--- src/rtl/timer_pkg.sv ---
// Shared definitions for the multi-channel millisecond timer: mode encodings and
// the channel-index width helper.
package timer_pkg;

  localparam logic [1:0] MODE_UP_ONESHOT    = 2'd0;
  localparam logic [1:0] MODE_UP_PERIODIC   = 2'd1;
  localparam logic [1:0] MODE_DOWN_ONESHOT  = 2'd2;
  localparam logic [1:0] MODE_DOWN_PERIODIC = 2'd3;

  // Channel-index width, never narrower than one bit.
  function automatic int unsigned ch_width(input int unsigned num_ch);
    return (num_ch > 1) ? $clog2(num_ch) : 1;
  endfunction

endpackage

--- src/rtl/timer_prescaler.sv ---
// Free-running clock prescaler: asserts tick for one cycle every CLKS_PER_TICK
// cycles, first in cycle CLKS_PER_TICK-1 after reset.
module timer_prescaler #(
  parameter int unsigned CLKS_PER_TICK = 50000
) (
  input  logic clk,
  input  logic reset,
  output logic tick
);

  localparam int unsigned PW = $clog2(CLKS_PER_TICK);

  logic [PW-1:0] cnt_q;
  logic [PW-1:0] cnt_d;

  assign tick = (cnt_q == PW'(CLKS_PER_TICK - 1));

  always_comb begin
    cnt_d = tick ? '0 : cnt_q + PW'(1);
  end

  always_ff @(posedge clk) begin
    if (reset) begin
      cnt_q <= '0;
    end else begin
      cnt_q <= cnt_d;
    end
  end

endmodule

--- src/rtl/multi_timer.sv ---
// Multi-channel programmable timer: NUM_CH independent up/down counters,
// each one-shot or periodic, advanced by a shared prescaler tick.
module multi_timer
  import timer_pkg::*;
#(
  parameter int unsigned NUM_CH        = 4,
  parameter int unsigned CNT_W         = 16,
  parameter int unsigned CLKS_PER_TICK = 50000
) (
  input  logic                        clk,
  input  logic                        reset,
  input  logic                        cfg_we,
  input  logic [ch_width(NUM_CH)-1:0] cfg_ch,
  input  logic [1:0]                  cfg_mode,
  input  logic [CNT_W-1:0]            cfg_limit,
  output logic                        cfg_err,
  input  logic [NUM_CH-1:0]           start,
  input  logic [NUM_CH-1:0]           stop,
  input  logic [NUM_CH-1:0]           flag_clr,
  output logic [NUM_CH-1:0]           running,
  output logic [NUM_CH-1:0]           expire,
  output logic [NUM_CH-1:0]           flag,
  input  logic [ch_width(NUM_CH)-1:0] rd_ch,
  output logic [CNT_W-1:0]            rd_value
);

  localparam int unsigned CH_W = ch_width(NUM_CH);

  logic              tick;
  logic              cfg_ch_ok;
  logic [NUM_CH-1:0] cfg_rej;
  logic              cfg_err_q;
  logic              cfg_err_d;
  logic [CNT_W-1:0]  cnt_arr [NUM_CH];

  timer_prescaler #(
    .CLKS_PER_TICK(CLKS_PER_TICK)
  ) u_prescaler (
    .clk  (clk),
    .reset(reset),
    .tick (tick)
  );

  assign cfg_ch_ok = (32'(cfg_ch) < NUM_CH);

  for (genvar i = 0; i < NUM_CH; i++) begin : g_ch
    logic [1:0]       mode_q, mode_d;
    logic [CNT_W-1:0] limit_q, limit_d;
    logic [CNT_W-1:0] cnt_q, cnt_d;
    logic             run_q, run_d;
    logic             exp_q, exp_d;
    logic             flag_q, flag_d;
    logic             sel;
    logic             cfg_wr;
    logic             down;
    logic             periodic;
    logic             terminal;

    assign sel        = cfg_we && cfg_ch_ok && (cfg_ch == CH_W'(i));
    // Config may only change while the channel is idle and not being started.
    assign cfg_rej[i] = sel && (run_q || start[i]);
    assign cfg_wr     = sel && !run_q && !start[i];
    assign down       = mode_q[1];
    assign periodic   = mode_q[0];
    assign terminal   = down ? (cnt_q == '0) : (cnt_q == limit_q);

    always_comb begin
      mode_d  = mode_q;
      limit_d = limit_q;
      cnt_d   = cnt_q;
      run_d   = run_q;
      exp_d   = 1'b0;
      flag_d  = flag_q;
      if (cfg_wr) begin
        mode_d  = cfg_mode;
        limit_d = cfg_limit;
      end
      // Stop beats start; start swallows a coincident tick.
      if (stop[i]) begin
        run_d = 1'b0;
      end else if (start[i]) begin
        run_d = 1'b1;
        cnt_d = down ? limit_q : '0;
      end else if (tick && run_q) begin
        if (terminal) begin
          exp_d = 1'b1;
          if (periodic) begin
            cnt_d = down ? limit_q : '0;
          end else begin
            run_d = 1'b0;
          end
        end else begin
          cnt_d = down ? cnt_q - CNT_W'(1) : cnt_q + CNT_W'(1);
        end
      end
      if (exp_d) begin
        flag_d = 1'b1;
      end else if (flag_clr[i]) begin
        flag_d = 1'b0;
      end
    end

    always_ff @(posedge clk) begin
      if (reset) begin
        mode_q  <= MODE_UP_ONESHOT;
        limit_q <= '0;
        cnt_q   <= '0;
        run_q   <= 1'b0;
        exp_q   <= 1'b0;
        flag_q  <= 1'b0;
      end else begin
        mode_q  <= mode_d;
        limit_q <= limit_d;
        cnt_q   <= cnt_d;
        run_q   <= run_d;
        exp_q   <= exp_d;
        flag_q  <= flag_d;
      end
    end

    assign running[i] = run_q;
    assign expire[i]  = exp_q;
    assign flag[i]    = flag_q;
    assign cnt_arr[i] = cnt_q;
  end

  always_comb begin
    cfg_err_d = cfg_we && (!cfg_ch_ok || (|cfg_rej));
  end

  always_ff @(posedge clk) begin
    if (reset) begin
      cfg_err_q <= 1'b0;
    end else begin
      cfg_err_q <= cfg_err_d;
    end
  end

  assign cfg_err  = cfg_err_q;
  assign rd_value = (32'(rd_ch) < NUM_CH) ? cnt_arr[rd_ch] : '0;

endmodule

--- config.mk ---
export PLATFORM = sky130hd
export DESIGN_NAME = multi_timer
export DESIGN_NICKNAME = d
export VERILOG_FILES = /design/src/rtl/timer_pkg.sv /design/src/rtl/timer_prescaler.sv /design/src/rtl/multi_timer.sv
export SDC_FILE = /design/constraint.sdc
export NUM_CORES = 1
export LEC_CHECK = 0
export BUFFER_PORTS_ARGS = -buffer_cell sky130_fd_sc_hd__buf_2
export CORE_AREA = 2 2 129 131
export DETAILED_ROUTE_END_ITERATION = 16
export DIE_AREA = 0 0 131 133
export PLACE_DENSITY = 0.86
export SETUP_SLACK_MARGIN = 0.15
export SYNTH_ARGS = -nofsm -noshare
export SYNTH_HDL_FRONTEND = slang
export SYNTH_SLANG_ARGS = --single-unit
--- constraint.sdc ---
create_clock -name clk -period 4.8 [get_ports clk]
set_clock_uncertainty 0.2 [all_clocks]
set_input_delay 0.24 -clock clk [delete_from_list [all_inputs] [get_ports clk]]
set_output_delay 0.24 -clock clk [all_outputs]
set_load 0.02 [all_outputs]
==> results.txt, run 1 <==
----------------------------------------------------
[Final layout]
  Commonest non-fill, non-tap cell in the layout ... sky130_fd_sc_hd__nand2_1
  P&R area growth vs syn ... 11.66%
  Filler cell count in the final layout ... 1,209
  Number of nets in the layout ... 1,452
  Diodes inserted ... 0
  Non-filler instance count after layout ... 1,587
  Finished Core Util ... 73.35%
  Final design area excluding fillers ... 11,860 sq um
  Most frequent cells in the layout ... sky130_fd_sc_hd__nand2_1 (206), sky130_fd_sc_hd__dfxtp_1 (165), sky130_fd_sc_hd__a21oi_1 (129), sky130_fd_sc_hd__nor2_1 (117), sky130_fd_sc_hd__xor2_1 (66)
  Fraction of final layout cells with drive strength greater than 1 ... 10.61%

[Clock tree]
  Post-CTS setup buffer count ... 0
  Number of buffers on the longest clock path ... 2
  Clock-pin slew on the worst setup and hold paths ... 0.06 ns
  Source-to-sink clock delay at the later pin of the worst-skew pair ... 0.44 ns
  Number of H-tree levels ... 4
  Clk Tree Root Cell ... sky130_fd_sc_hd__clkbuf_16
  Number of buffers created by CTS ... 17
  Sink count of the clock tree ... 165
  CTS tree ... yes

[Power]
  Clock network power share ... 39.7%
  IR Drop Worst-Case VDD ... 0.0002654 V
  Power per Cell Area ... 293.2 nW/um^2
  Sequential Power Share ... 43.9%
  Sw Ratio ... 29.74%
  Leakage power of the design ... 0.004797 uW
  Reported net switching power ... 1034 uW
  Part of the total power dissipated in combinational logic ... 16.4%
  Pint ... 2443 uW

[Synth]
  Synthesized instance count ... 1,304
  Nets in the synthesized netlist ... 1,402
  Share of synthesized registers carrying an async set or reset ... 0%
  Most used flip-flop cell after synthesis ... sky130_fd_sc_hd__dfxtp_1
  Count of flip-flops with a built-in enable after synthesis ... 0
  FF+latch count, synth ... 165
  Number of distinct standard cells referenced by the synthesized netlist ... 67
  Yosys Warn Count ... 0
  Summed instance area of the synthesized netlist ... 10,620 sq um
  Post-synthesis area per instance ... 8.146 sq um
  Share of synthesized area occupied by flip-flops and latches ... 31.10%

[Setup path]
  Worst R2R Start ... g_ch[3].mode_q[1]
  Type of destination of the critical path ... flop
  Crit path arrival time ... 3.92 ns
  Critical path origin ... g_ch[3].mode_q[1]
  Crit Path Category ... flop to flop
  Depth of the worst register-to-register path ... 10
  Critical path fanouts, max ... 27
  Worst path required time ... 4.92 ns
  Launching element type of the critical path ... flop

[Timing]
  Transition time at the pin with the least slew margin ... 1.246 ns
  Hold violation count in the final report ... 0
  Max transition margin ... 16.62%
  Setup violations, final ... 0
  Crit path time final ... 3.800 ns
  Setup tns final ... 0 ns
  Maximum frequency from static timing analysis ... 263.1 MHz
  Unrepaired setup endpoints after global routing ... false
  Fin crit share ... 79.17%
  Post-route worst hold slack ... 0.01527 ns
  Pins Over Slew Limit ... 0

[Floorplan]
  Die area ... 17,420 sq um
  Core Area ... 16,170 sq um
  Row count ... 47
  Initial cell density of the core ... 65.69%
  Boundary pin count ... 66
  Die Y ... 133 um
  Die width ... 131 um

[Job]
  Max-capacitance violation count ... 0

[Place]
  Cell count after placement ... 1,528
  Cell area reported after detailed placement ... 11,000 sq um
  Detailed placement HPWL ... 22.68 mm
  Buffers on Ports ... 65
  Final GP Congestion ... 0.9555

[Min path]
  Count of cells along the worst hold path ... 3
  Class of the tightest hold or removal check ... input pin to flop
  Start point of the worst min-delay path ... start[0]

[Drt]
  Post-Route M1 WL ... 12.92 mm
  Via density ... 6.601
  DR top layer ... met4
  Iteration-0 DRC Markers ... 1,457
  Number of iterations in the first detailed-routing pass ... 8
  Antenna-violating nets left ... 0
  Routed length on met3 ... 3.001 mm
  DRT Wirelength ... 32.12 mm
  Detailed route wirelength on metal2 ... 14.47 mm
  Average wire length per cell after detail routing ... 20.24 um
  # DRC ... 0
  Vias ... 10,480

[Global routing]
  Wire length of the first global-routing pass ... 51.00 mm
  Global router's overall resource usage ... 37.15%
  Largest net degree at the start of global routing ... 79
  GRT Residual Overflow ... 0
  Initial antenna violation count ... 0
  Vias in the first global route ... 10,010

[Status]
  Result of the run ... completed

----------------------------------------------------
==> through the flow <==
stage	setup slack, ns	total power (uW)
after detailed placement	1.081	2086
final	0.9998	3478
after floorplan	1.518	1912
after global placement	1.249	2070
after global routing	0.6549	3584
after CTS	1.062	3451
==> synthesized netlist by cell type, drive strengths merged, types with 13 or more instances <==
cell type  count  share of area, %
buf           22               1.3
o21ai         25               1.2
a31oi         16              0.94
inv           20              0.71
clkbuf        52               1.8
ha            57               6.7
nor4          26               1.9
nand3         34               1.6
o211ai        29               2.0
a311oi        24               2.0
nand4         14              0.82
a211oi        27               2.1
o21bai        13              0.92
a21oi        130               6.2
nand2        206               7.3
xnor2         54               4.5
mux4          16               3.4
a21o          26               1.8
nor2         117               4.1
nor3          33               1.6
dfxtp        165                31
xor2          66               5.4
==> state kept, by name, summed over array words and instances, names as in the netlist <==
signal             cells
g_ch.flag_q            4
u_prescaler.cnt_q     16
cfg_err                1
g_ch.mode_q            8
g_ch.exp_q             4
g_ch.limit_q          64
g_ch.run_q             4
g_ch.cnt_q            64
==> power by group through the flow <==
| stage | sequential (uW) | combinational (uW) | clock [uW] |
|---|---|---|---|
| floorplan | 1510 | 405 | 0 |
| global placement | 1550 | 521 | 0 |
| detailed placement | 1550 | 534 | 0 |
| CTS | 1520 | 556 | 1370 |
| global route | 1530 | 622 | 1430 |
| finish | 1530 | 569 | 1380 |
==> cell families after synthesis <==
logic type | count (synthesis) | synth area share (%)
AOI/OAI and AO/OA | 345 | 21.77
xor gates and xnor gates | 120 | 9.894
adders and majority gates | 61 | 7.468
buffers and inverters | 94 | 3.828
DFF | 165 | 31.10
muxes | 22 | 3.981
and+or+nand+nor | 497 | 21.97
==> per-layer routing <==
layer	track usage [%]	vias to the layer above
met5	0	-
li1	-	4858
met1	48.96	4904
met4	18.85	0
met2	57.77	557
met3	7.198	157
==> cell type report <==
class                   count  area, sq um  area share, %
multi-input cells        1045         6925          58.39
flip-flops and latches    165         3303          27.85
repair buffers            105        695.7          5.865
clock buffers              20        456.7          3.850
well taps                 220        275.3          2.321
clock inverters            12        130.1          1.097
inverters                  20        75.07         0.6329
==> timing repair <==
item | 4_1_cts | 5_1_grt
hold buffers | 27 | 0
hold endpoints to repair | 81 | 0
gates resized for setup | 0 | 0
==> critical path: stages, from the launching register on <==
cell,delay (ns)
sky130_fd_sc_hd__dfxtp_1,0.45
sky130_fd_sc_hd__buf_4,0.34
sky130_fd_sc_hd__ha_1,0.32
sky130_fd_sc_hd__a21oi_1,0.20
sky130_fd_sc_hd__o21ai_0,0.16
sky130_fd_sc_hd__a2111oi_0,0.66
sky130_fd_sc_hd__nor2_1,0.17
sky130_fd_sc_hd__a41o_1,0.31
sky130_fd_sc_hd__o21ai_0,0.17
sky130_fd_sc_hd__mux2_2,0.35
sky130_fd_sc_hd__a2111oi_0,0.35
==> worst paths after layout <==
| kind | to | slack [ns] |
|---|---|---|
| worst min-delay path | g_ch[0].run_q | 0.02 |
| worst min register to register | u_prescaler.cnt_q[0] | 0.25 |
| worst max-delay path | g_ch[3].cnt_q[12] | 1.0 |
| worst max register to register | g_ch[3].cnt_q[12] | 1.0 |
Power figures use the tool's default switching activity.
==> run 2, diff against run 1 <==
Settings changed: CORE_AREA 2 2 129 131 to 2 2 134 136, DIE_AREA 0 0 131 133 to 0 0 136 138, PLACE_DENSITY 0.86 to 0.8.
Clock period 4.8 ns to 3.55 ns, I/O delays scaled along.
==> results.txt, run 2 (synthesis results as in run 1) <==
----------------------------------------------------
[Final layout]
  P&R area growth vs syn ... 14.45%
  Commonest non-fill, non-tap cell in the layout ... sky130_fd_sc_hd__nand2_1
  Final design area excluding fillers ... 12,160 sq um
  Fraction of final layout cells with drive strength greater than 1 ... 12.22%
  Most frequent cells in the layout ... sky130_fd_sc_hd__nand2_1 (206), sky130_fd_sc_hd__dfxtp_1 (163), sky130_fd_sc_hd__a21oi_1 (128), sky130_fd_sc_hd__nor2_1 (117), sky130_fd_sc_hd__xor2_1 (66)
  Registers with the highest flip-flop counts ... g_ch.cnt_q: 64 flops, g_ch.limit_q: 64 flops, u_prescaler.cnt_q: 16 flops
  Number of nets in the layout ... 1,476

[Floorplan]
  Die Y ... 138 um
  Boundary pin count ... 66
  Die area ... 18,770 sq um
  Row count ... 49
  Initial cell density of the core ... 60.58%
  Core Area ... 17,530 sq um
  Die width ... 136 um

[Power]
  Leakage power of the design ... 0.004971 uW
  Part of the total power dissipated in combinational logic ... 16.3%
  Sw Ratio ... 28.25%
  IR Drop Worst-Case VDD ... 0.0003637 V
  Sequential Power Share ... 41.7%
  Power per Cell Area ... 405.6 nW/um^2
  Pint ... 3538 uW
  Clock network power share ... 42.0%
  Reported net switching power ... 1393 uW

[Setup path]
  Cell-by-cell listing of the critical path ... fa_1 -> a21oi_2 -> o21ai_0 -> a2111oi_2 -> nor2_1 -> a41o_1 -> o21ai_0 -> mux2_2 -> a2111oi_2
  Crit path arrival time ... 3.33 ns
  Standard cell with the maximum stage delay on the critical path ... sky130_fd_sc_hd__fa_1
  Worst stage delay on the critical path ... 0.48 ns
  Type of destination of the critical path ... flop
  Crit Path Category ... flop to flop
  Cell class contributing the biggest share of worst-path delay ... compound AO/OA/AOI/OAI gates
  Buffering stage count on the worst path with inverters included ... 0
  Worst path required time ... 3.68 ns
  Critical path fanouts, max ... 8
  Launching element type of the critical path ... flop

[Global routing]
  Routing usage on met3 ... 7.297%
  Wire length of the first global-routing pass ... 51.23 mm
  GR Layer Usage met2 ... 54.09%
  GRT Residual Overflow ... 0
  Vias in the first global route ... 9,853
  Largest net degree at the start of global routing ... 68
  Global routing's busiest layer ... met2
  Global router's overall resource usage ... 34.62%
  Initial antenna violation count ... 1
  GR Util met1 ... 45.32%

[Drt]
  # DRC ... 0
  Number of iterations in the first detailed-routing pass ... 6
  Antenna-violating nets left ... 0
  Average wire length per cell after detail routing ... 20.06 um
  Via density ... 6.419
  DRT Wirelength ... 32.54 mm
  Vias ... 10,410
  Iteration-0 DRC Markers ... 1,148

[Clock tree]
  Clock-pin slew on the worst setup and hold paths ... 0.06 ns
  Sink count of the clock tree ... 165
  Clk Tree Root Cell ... sky130_fd_sc_hd__clkbuf_16
  Number of buffers on the longest clock path ... 2
  CTS tree ... yes
  Number of H-tree levels ... 4
  Post-CTS setup buffer count ... 0
  Source-to-sink clock delay at the later pin of the worst-skew pair ... 0.44 ns
  Number of buffers created by CTS ... 17

[Min path]
  Class of the tightest hold or removal check ... input pin to flop

[Timing]
  Max transition margin ... 39.13%
  Unrepaired setup endpoints after global routing ... false
  Setup tns final ... 0 ns
  Maximum frequency from static timing analysis ... 311.9 MHz
  Fin crit share ... 90.33%
  Pins Over Slew Limit ... 0
  Hold violation count in the final report ... 0
  Transition time at the pin with the least slew margin ... 0.9097 ns
  Setup violations, final ... 0
  Crit path time final ... 3.207 ns

[Place]
  Buffers on Ports ... 65
  Detailed placement HPWL ... 23.57 mm
  Cell area reported after detailed placement ... 11,170 sq um
  Final GP Congestion ... 0.9467

[Job]
  Max-capacitance violation count ... 0

[Status]
  Result of the run ... completed

----------------------------------------------------
## run 2: changes by cell type in the layout (fill, tap and decap cells not counted), moves of 3 or more
cell                            previous run  this run
sky130_fd_sc_hd__dlygate4sd3_1            27        30
sky130_fd_sc_hd__bufinv_16                 2         5
sky130_fd_sc_hd__clkinvlp_4                5         2
sky130_fd_sc_hd__buf_4                    14        34
## run 2: metal layers
layer  routed length [um]  part of all wire [%]
met1                13220                    41
met4                 1526                   4.7
met2                14860                    46
met5                    0                     0
met3                 2935                   9.0
## run 2: stage by stage
step / power (uW) / worst slack [ns] / util, % / cells / hold WS, ns
final: 4931 / 0.3434 / 69.34 / 1622 / 0.01576
after global routing: 5089 / 0.1705 / 69.31 / 1620 / 0.04275
after CTS: 4907 / 0.1536 / 69.19 / 1620 / 0.001753
after detailed placement: 2843 / 0.1062 / 63.72 / 1558 / 0.1872
after global placement: 2823 / 0.1558 / 63.72 / 1558 / 0.1848
after floorplan: 2586 / 0.2681 / - / 1304 / 0.05601
## run 2: timing repair
item                                    4_1_cts  5_1_grt
gates resized for setup                       1        7
hold buffers                                 30        0
hold endpoints to repair                     85        0
endpoints found under the setup margin        1        2
pin swaps                                     0        1
## run 2: path summary, 6_finish.rpt
| check | from | end | slack, ns | cells after the start |
|---|---|---|---|---|
| setup / recovery | g_ch[3].mode_q[1] | g_ch[3].cnt_q[12] | 0.34 | 9 |
| hold / removal | start[3] | g_ch[3].run_q | 0.02 | 3 |
| setup reg to reg | g_ch[3].mode_q[1] | g_ch[3].cnt_q[12] | 0.34 | 9 |
| hold reg to reg | g_ch[2].flag_q | g_ch[2].flag_q | 0.25 | 1 |
## run 2: power groups by stage
| stage | Clock [uW] | Combinational (uW) | Sequential, uW |
|---|---|---|---|
| CTS | 2070 | 782 | 2050 |
| global route | 2160 | 870 | 2060 |
| detailed placement | 0 | 752 | 2090 |
| floorplan | 0 | 548 | 2040 |
| global placement | 0 | 734 | 2090 |
| finish | 2070 | 801 | 2060 |
## run 2: tightest hold or removal path: cells and delay by family
| kind | cells | cell delay (ns) |
|---|---|---|
| compound gates | 1 | 0.17 |
| buf+inv | 1 | 0.20 |
| simple gates | 1 | 0.06 |
## run 2: cell type report
type,instances,area (sq um)
Antenna cell,2,5.005
Clock buffer,21,460.4
Clock inverter,11,196.4
Fill cell,1434,5376
Inverter,20,75.07
Multi-Input combinational cell,1045,6942
Sequential cell,165,3306
Tap cell,229,286.5
Timing Repair Buffer,129,887.1
==> run 3, diff against run 2 <==
Settings changed: CELL_PAD_IN_SITES_DETAIL_PLACEMENT set to 0, CELL_PAD_IN_SITES_GLOBAL_PLACEMENT set to 1, CORE_AREA 2 2 134 136 to 2 2 156 158, DIE_AREA 0 0 136 138 to 0 0 158 160, PLACE_DENSITY 0.8 to not set, PLACE_DENSITY_LB_ADDON set to 0.1, SYNTH_HIERARCHICAL set to 1.
==> results.txt, run 3 <==
----------------------------------------------------
[Synth]
  Nets in the synthesized netlist ... 1,428
  Commonest cells in the synthesized netlist ... sky130_fd_sc_hd__dfxtp_1 (165), sky130_fd_sc_hd__nor2_1 (159), sky130_fd_sc_hd__nand2_1 (152), sky130_fd_sc_hd__a21oi_1 (107), sky130_fd_sc_hd__xnor2_1 (93)
  Synthesized instance count ... 1,330
  Summed instance area of the synthesized netlist ... 10,890 sq um
  Most frequently used cell type in the post-synthesis netlist ... sky130_fd_sc_hd__dfxtp_1
  Share of synthesized registers carrying an async set or reset ... 0%
  Cell accounting for the most synthesized area ... sky130_fd_sc_hd__dfxtp_1
  Largest cells by area after synthesis ... sky130_fd_sc_hd__dfxtp_1 (30%), sky130_fd_sc_hd__xnor2_1 (7.5%), sky130_fd_sc_hd__ha_1 (6.6%)
  Number of distinct standard cells referenced by the synthesized netlist ... 83
  Post-synthesis area per instance ... 8.185 sq um
  Most used flip-flop cell after synthesis ... sky130_fd_sc_hd__dfxtp_1
  Yosys Warn Count ... 6
  FF+latch count, synth ... 165
  Share of synthesized area occupied by flip-flops and latches ... 30.34%
  Yosys top cell area share ... 30.34%
  Count of flip-flops with a built-in enable after synthesis ... 0

[Setup path]
  Depth of the worst register-to-register path ... 9
  Worst stage delay on the critical path ... 0.68 ns
  Crit path arrival time ... 3.21 ns
  Cell repeated most along the worst path ... sky130_fd_sc_hd__o21ai_1
  Worst R2R Start ... g_ch[1].mode_q[1]
  Endpoint of the worst-slack reg-to-reg timing path ... g_ch[1].cnt_q[15]
  Critical path fanouts, max ... 15
  Worst path required time ... 3.64 ns
  Cell-by-cell listing of the critical path ... ha_1 -> o21ai_0 -> o21ai_1 -> a2111oi_2 -> or3_4 -> nand3_1 -> and4_1 -> a311oi_1 -> o21ai_1
  Standard cell with the maximum stage delay on the critical path ... sky130_fd_sc_hd__dfxtp_1
  Type of destination of the critical path ... flop
  Launching element type of the critical path ... flop
  Crit Path Category ... flop to flop
  Internal reg-to-reg setup slack ... 0.43 ns

[Global routing]
  Wire length of the first global-routing pass ... 53.87 mm
  Vias in the first global route ... 9,417
  Global router's overall resource usage ... 27.54%
  GRT Residual Overflow ... 0
  Initial antenna violation count ... 0
  Largest net degree at the start of global routing ... 61

[Job]
  Max-capacitance violation count ... 0

[Final layout]
  Finished Core Util ... 52.12%
  Filler cell count in the final layout ... 2,340
  Multi-input gate area ... 7104 sq um
  Number of nets in the layout ... 1,488
  Non-filler instance count after layout ... 1,727
  Fraction of final layout cells with drive strength greater than 1 ... 11.69%
  Registers with the highest flip-flop counts ... g_ch.cnt_q: 64 flops, g_ch.limit_q: 64 flops, u_prescaler/cnt_q: 16 flops
  Commonest non-fill, non-tap cell in the layout ... sky130_fd_sc_hd__dfxtp_1
  P&R area growth vs syn ... 14.04%
  Most frequent cells in the layout ... sky130_fd_sc_hd__dfxtp_1 (164), sky130_fd_sc_hd__nor2_1 (159), sky130_fd_sc_hd__nand2_1 (152), sky130_fd_sc_hd__a21oi_1 (106), sky130_fd_sc_hd__xnor2_1 (93)
  Diodes inserted ... 0
  Flip-flop and latch area ... 3304 sq um

[Drt]
  Vias ... 10,040
  Number of iterations in the first detailed-routing pass ... 5
  Antenna-violating nets left ... 0
  DRT Wirelength ... 34.49 mm
  Iteration-0 DRC Markers ... 780
  Via density ... 5.815
  # DRC ... 0
  Average wire length per cell after detail routing ... 19.97 um

[Clock tree]
  CTS tree ... yes
  Sink count of the clock tree ... 165
  Number of buffers on the longest clock path ... 2
  Source-to-sink clock delay at the later pin of the worst-skew pair ... 0.43 ns
  Post-CTS setup buffer count ... 0
  Clk Tree Root Cell ... sky130_fd_sc_hd__clkbuf_16
  Number of H-tree levels ... 4
  Clock-pin slew on the worst setup and hold paths ... 0.07 ns
  Number of buffers created by CTS ... 17

[Timing]
  Setup violations, final ... 0
  Transition time at the pin with the least slew margin ... 1.055 ns
  Setup tns final ... 0 ns
  Hold violation count in the final report ... 0
  Unrepaired setup endpoints after global routing ... false
  Fin crit share ... 87.91%
  Max transition margin ... 29.51%
  Maximum frequency from static timing analysis ... 320.4 MHz
  Crit path time final ... 3.121 ns
  Pins Over Slew Limit ... 0
  Post-route worst hold slack ... 0.03047 ns

[Floorplan]
  Initial cell density of the core ... 45.70%
  Die Y ... 160 um
  Boundary pin count ... 66
  Die width ... 158 um
  Row count ... 57
  Die area ... 25,280 sq um
  Core Area ... 23,820 sq um

[Status]
  Result of the run ... completed

[Min path]
  Class of the tightest hold or removal check ... input pin to flop
  Worst min-delay path endpoint ... g_ch[3].exp_q
  Count of cells along the worst hold path ... 4
  Start point of the worst min-delay path ... start[3]

[Place]
  Final GP Congestion ... 0.8622
  Buffers on Ports ... 65
  Detailed placement HPWL ... 25.14 mm
  Cell count after placement ... 1,662

[Power]
  Power per Cell Area ... 397.2 nW/um^2
  Clock network power share ... 43.9%
  Pint ... 3571 uW
  Reported net switching power ... 1361 uW
  Sw Ratio ... 27.59%
  Leakage power of the design ... 0.004818 uW
  Part of the total power dissipated in combinational logic ... 14.6%
  IR Drop Worst-Case VDD ... 0.0003493 V
  Sequential Power Share ... 41.5%

----------------------------------------------------
run 3: cell type report:
cell class | instances | area share, %
multi-input combinational | 1058 | 57.22
sequential | 165 | 26.61
timing repair buffer | 118 | 6.510
clock buffer | 20 | 3.678
tap | 324 | 3.265
clock inverter | 12 | 1.804
inverter | 30 | 0.9070
run 3: critical path, delay by kind of cell (launching register included):
kind	cells	cell delay (ns)
compound gates	5	1.26
fa+ha+maj	1	0.38
simple gates	3	0.46
flops	1	0.68
run 3: layer usage:
| layer | vias up | routed length [um] | global-route usage, % | share of wire (%) |
|---|---|---|---|---|
| li1 | 4955 | - | - | - |
| met1 | 4751 | 15980 | 38.10 | 46 |
| met2 | 299 | 15750 | 43.68 | 46 |
| met3 | 38 | 2231 | 6.079 | 6.5 |
| met4 | 0 | 535 | 6.675 | 1.6 |
| met5 | - | 0 | 0 | 0 |
run 3: stage by stage:
stage / cell area, sq um / total power (uW) / setup WS, ns
6_report: 12420 / 4931 / 0.4291
5_1_grt: 12420 / 5102 / 0.1535
4_1_cts: 12410 / 4936 / 0.4326
3_5_place_dp: 11400 / 2766 / 0.4539
3_3_place_gp: 11400 / 2762 / 0.4815
2_1_floorplan: 10890 / 2530 / 0.6157
run 3: worst max-delay path by stage:
| stage | from | end | slack, ns | cells after the start |
|---|---|---|---|---|
| floorplan | g_ch[1].mode_q[1] | g_ch[1].cnt_q[14] | 0.62 | 9 |
| global placement | g_ch[3].mode_q[1] | g_ch[3].cnt_q[15] | 0.48 | 10 |
| detailed placement | g_ch[1].mode_q[1] | g_ch[1].cnt_q[15] | 0.45 | 9 |
| CTS | g_ch[1].mode_q[1] | g_ch[1].cnt_q[15] | 0.43 | 9 |
| global route | g_ch[1].mode_q[1] | g_ch[1].cnt_q[15] | 0.15 | 9 |
| finish | g_ch[1].mode_q[1] | g_ch[1].cnt_q[15] | 0.43 | 9 |
run 3: cells by family (layout without fill, tap and decap cells):
kind of cell,after synthesis,count (layout),share of synthesized area (%)
AND/OR/NAND/NOR,514,514,22.04
AO/OA/AOI/OAI,325,325,20.86
flip-flops,165,165,30.34
XOR/XNOR,116,116,9.332
buffers and inverters,107,180,4.436
adder cells (fa/ha/maj),61,61,7.287
multiplexers,42,42,5.701
run 3: what timing repair did:
| action | in CTS | in global routing |
|---|---|---|
| hold buffers | 33 | 0 |
| gates resized for setup | 0 | 1 |
| endpoints found under the setup margin | 0 | 1 |
| hold endpoints to repair | 88 | 0 |
run 3: power groups by stage:
stage | clock network, uW | logic, uW | registers [uW]
2_1_floorplan | 0 | 510 | 2020
3_3_place_gp | 0 | 680 | 2080
3_5_place_dp | 0 | 683 | 2080
4_1_cts | 2180 | 713 | 2040
5_1_grt | 2260 | 791 | 2050
6_report | 2170 | 719 | 2050
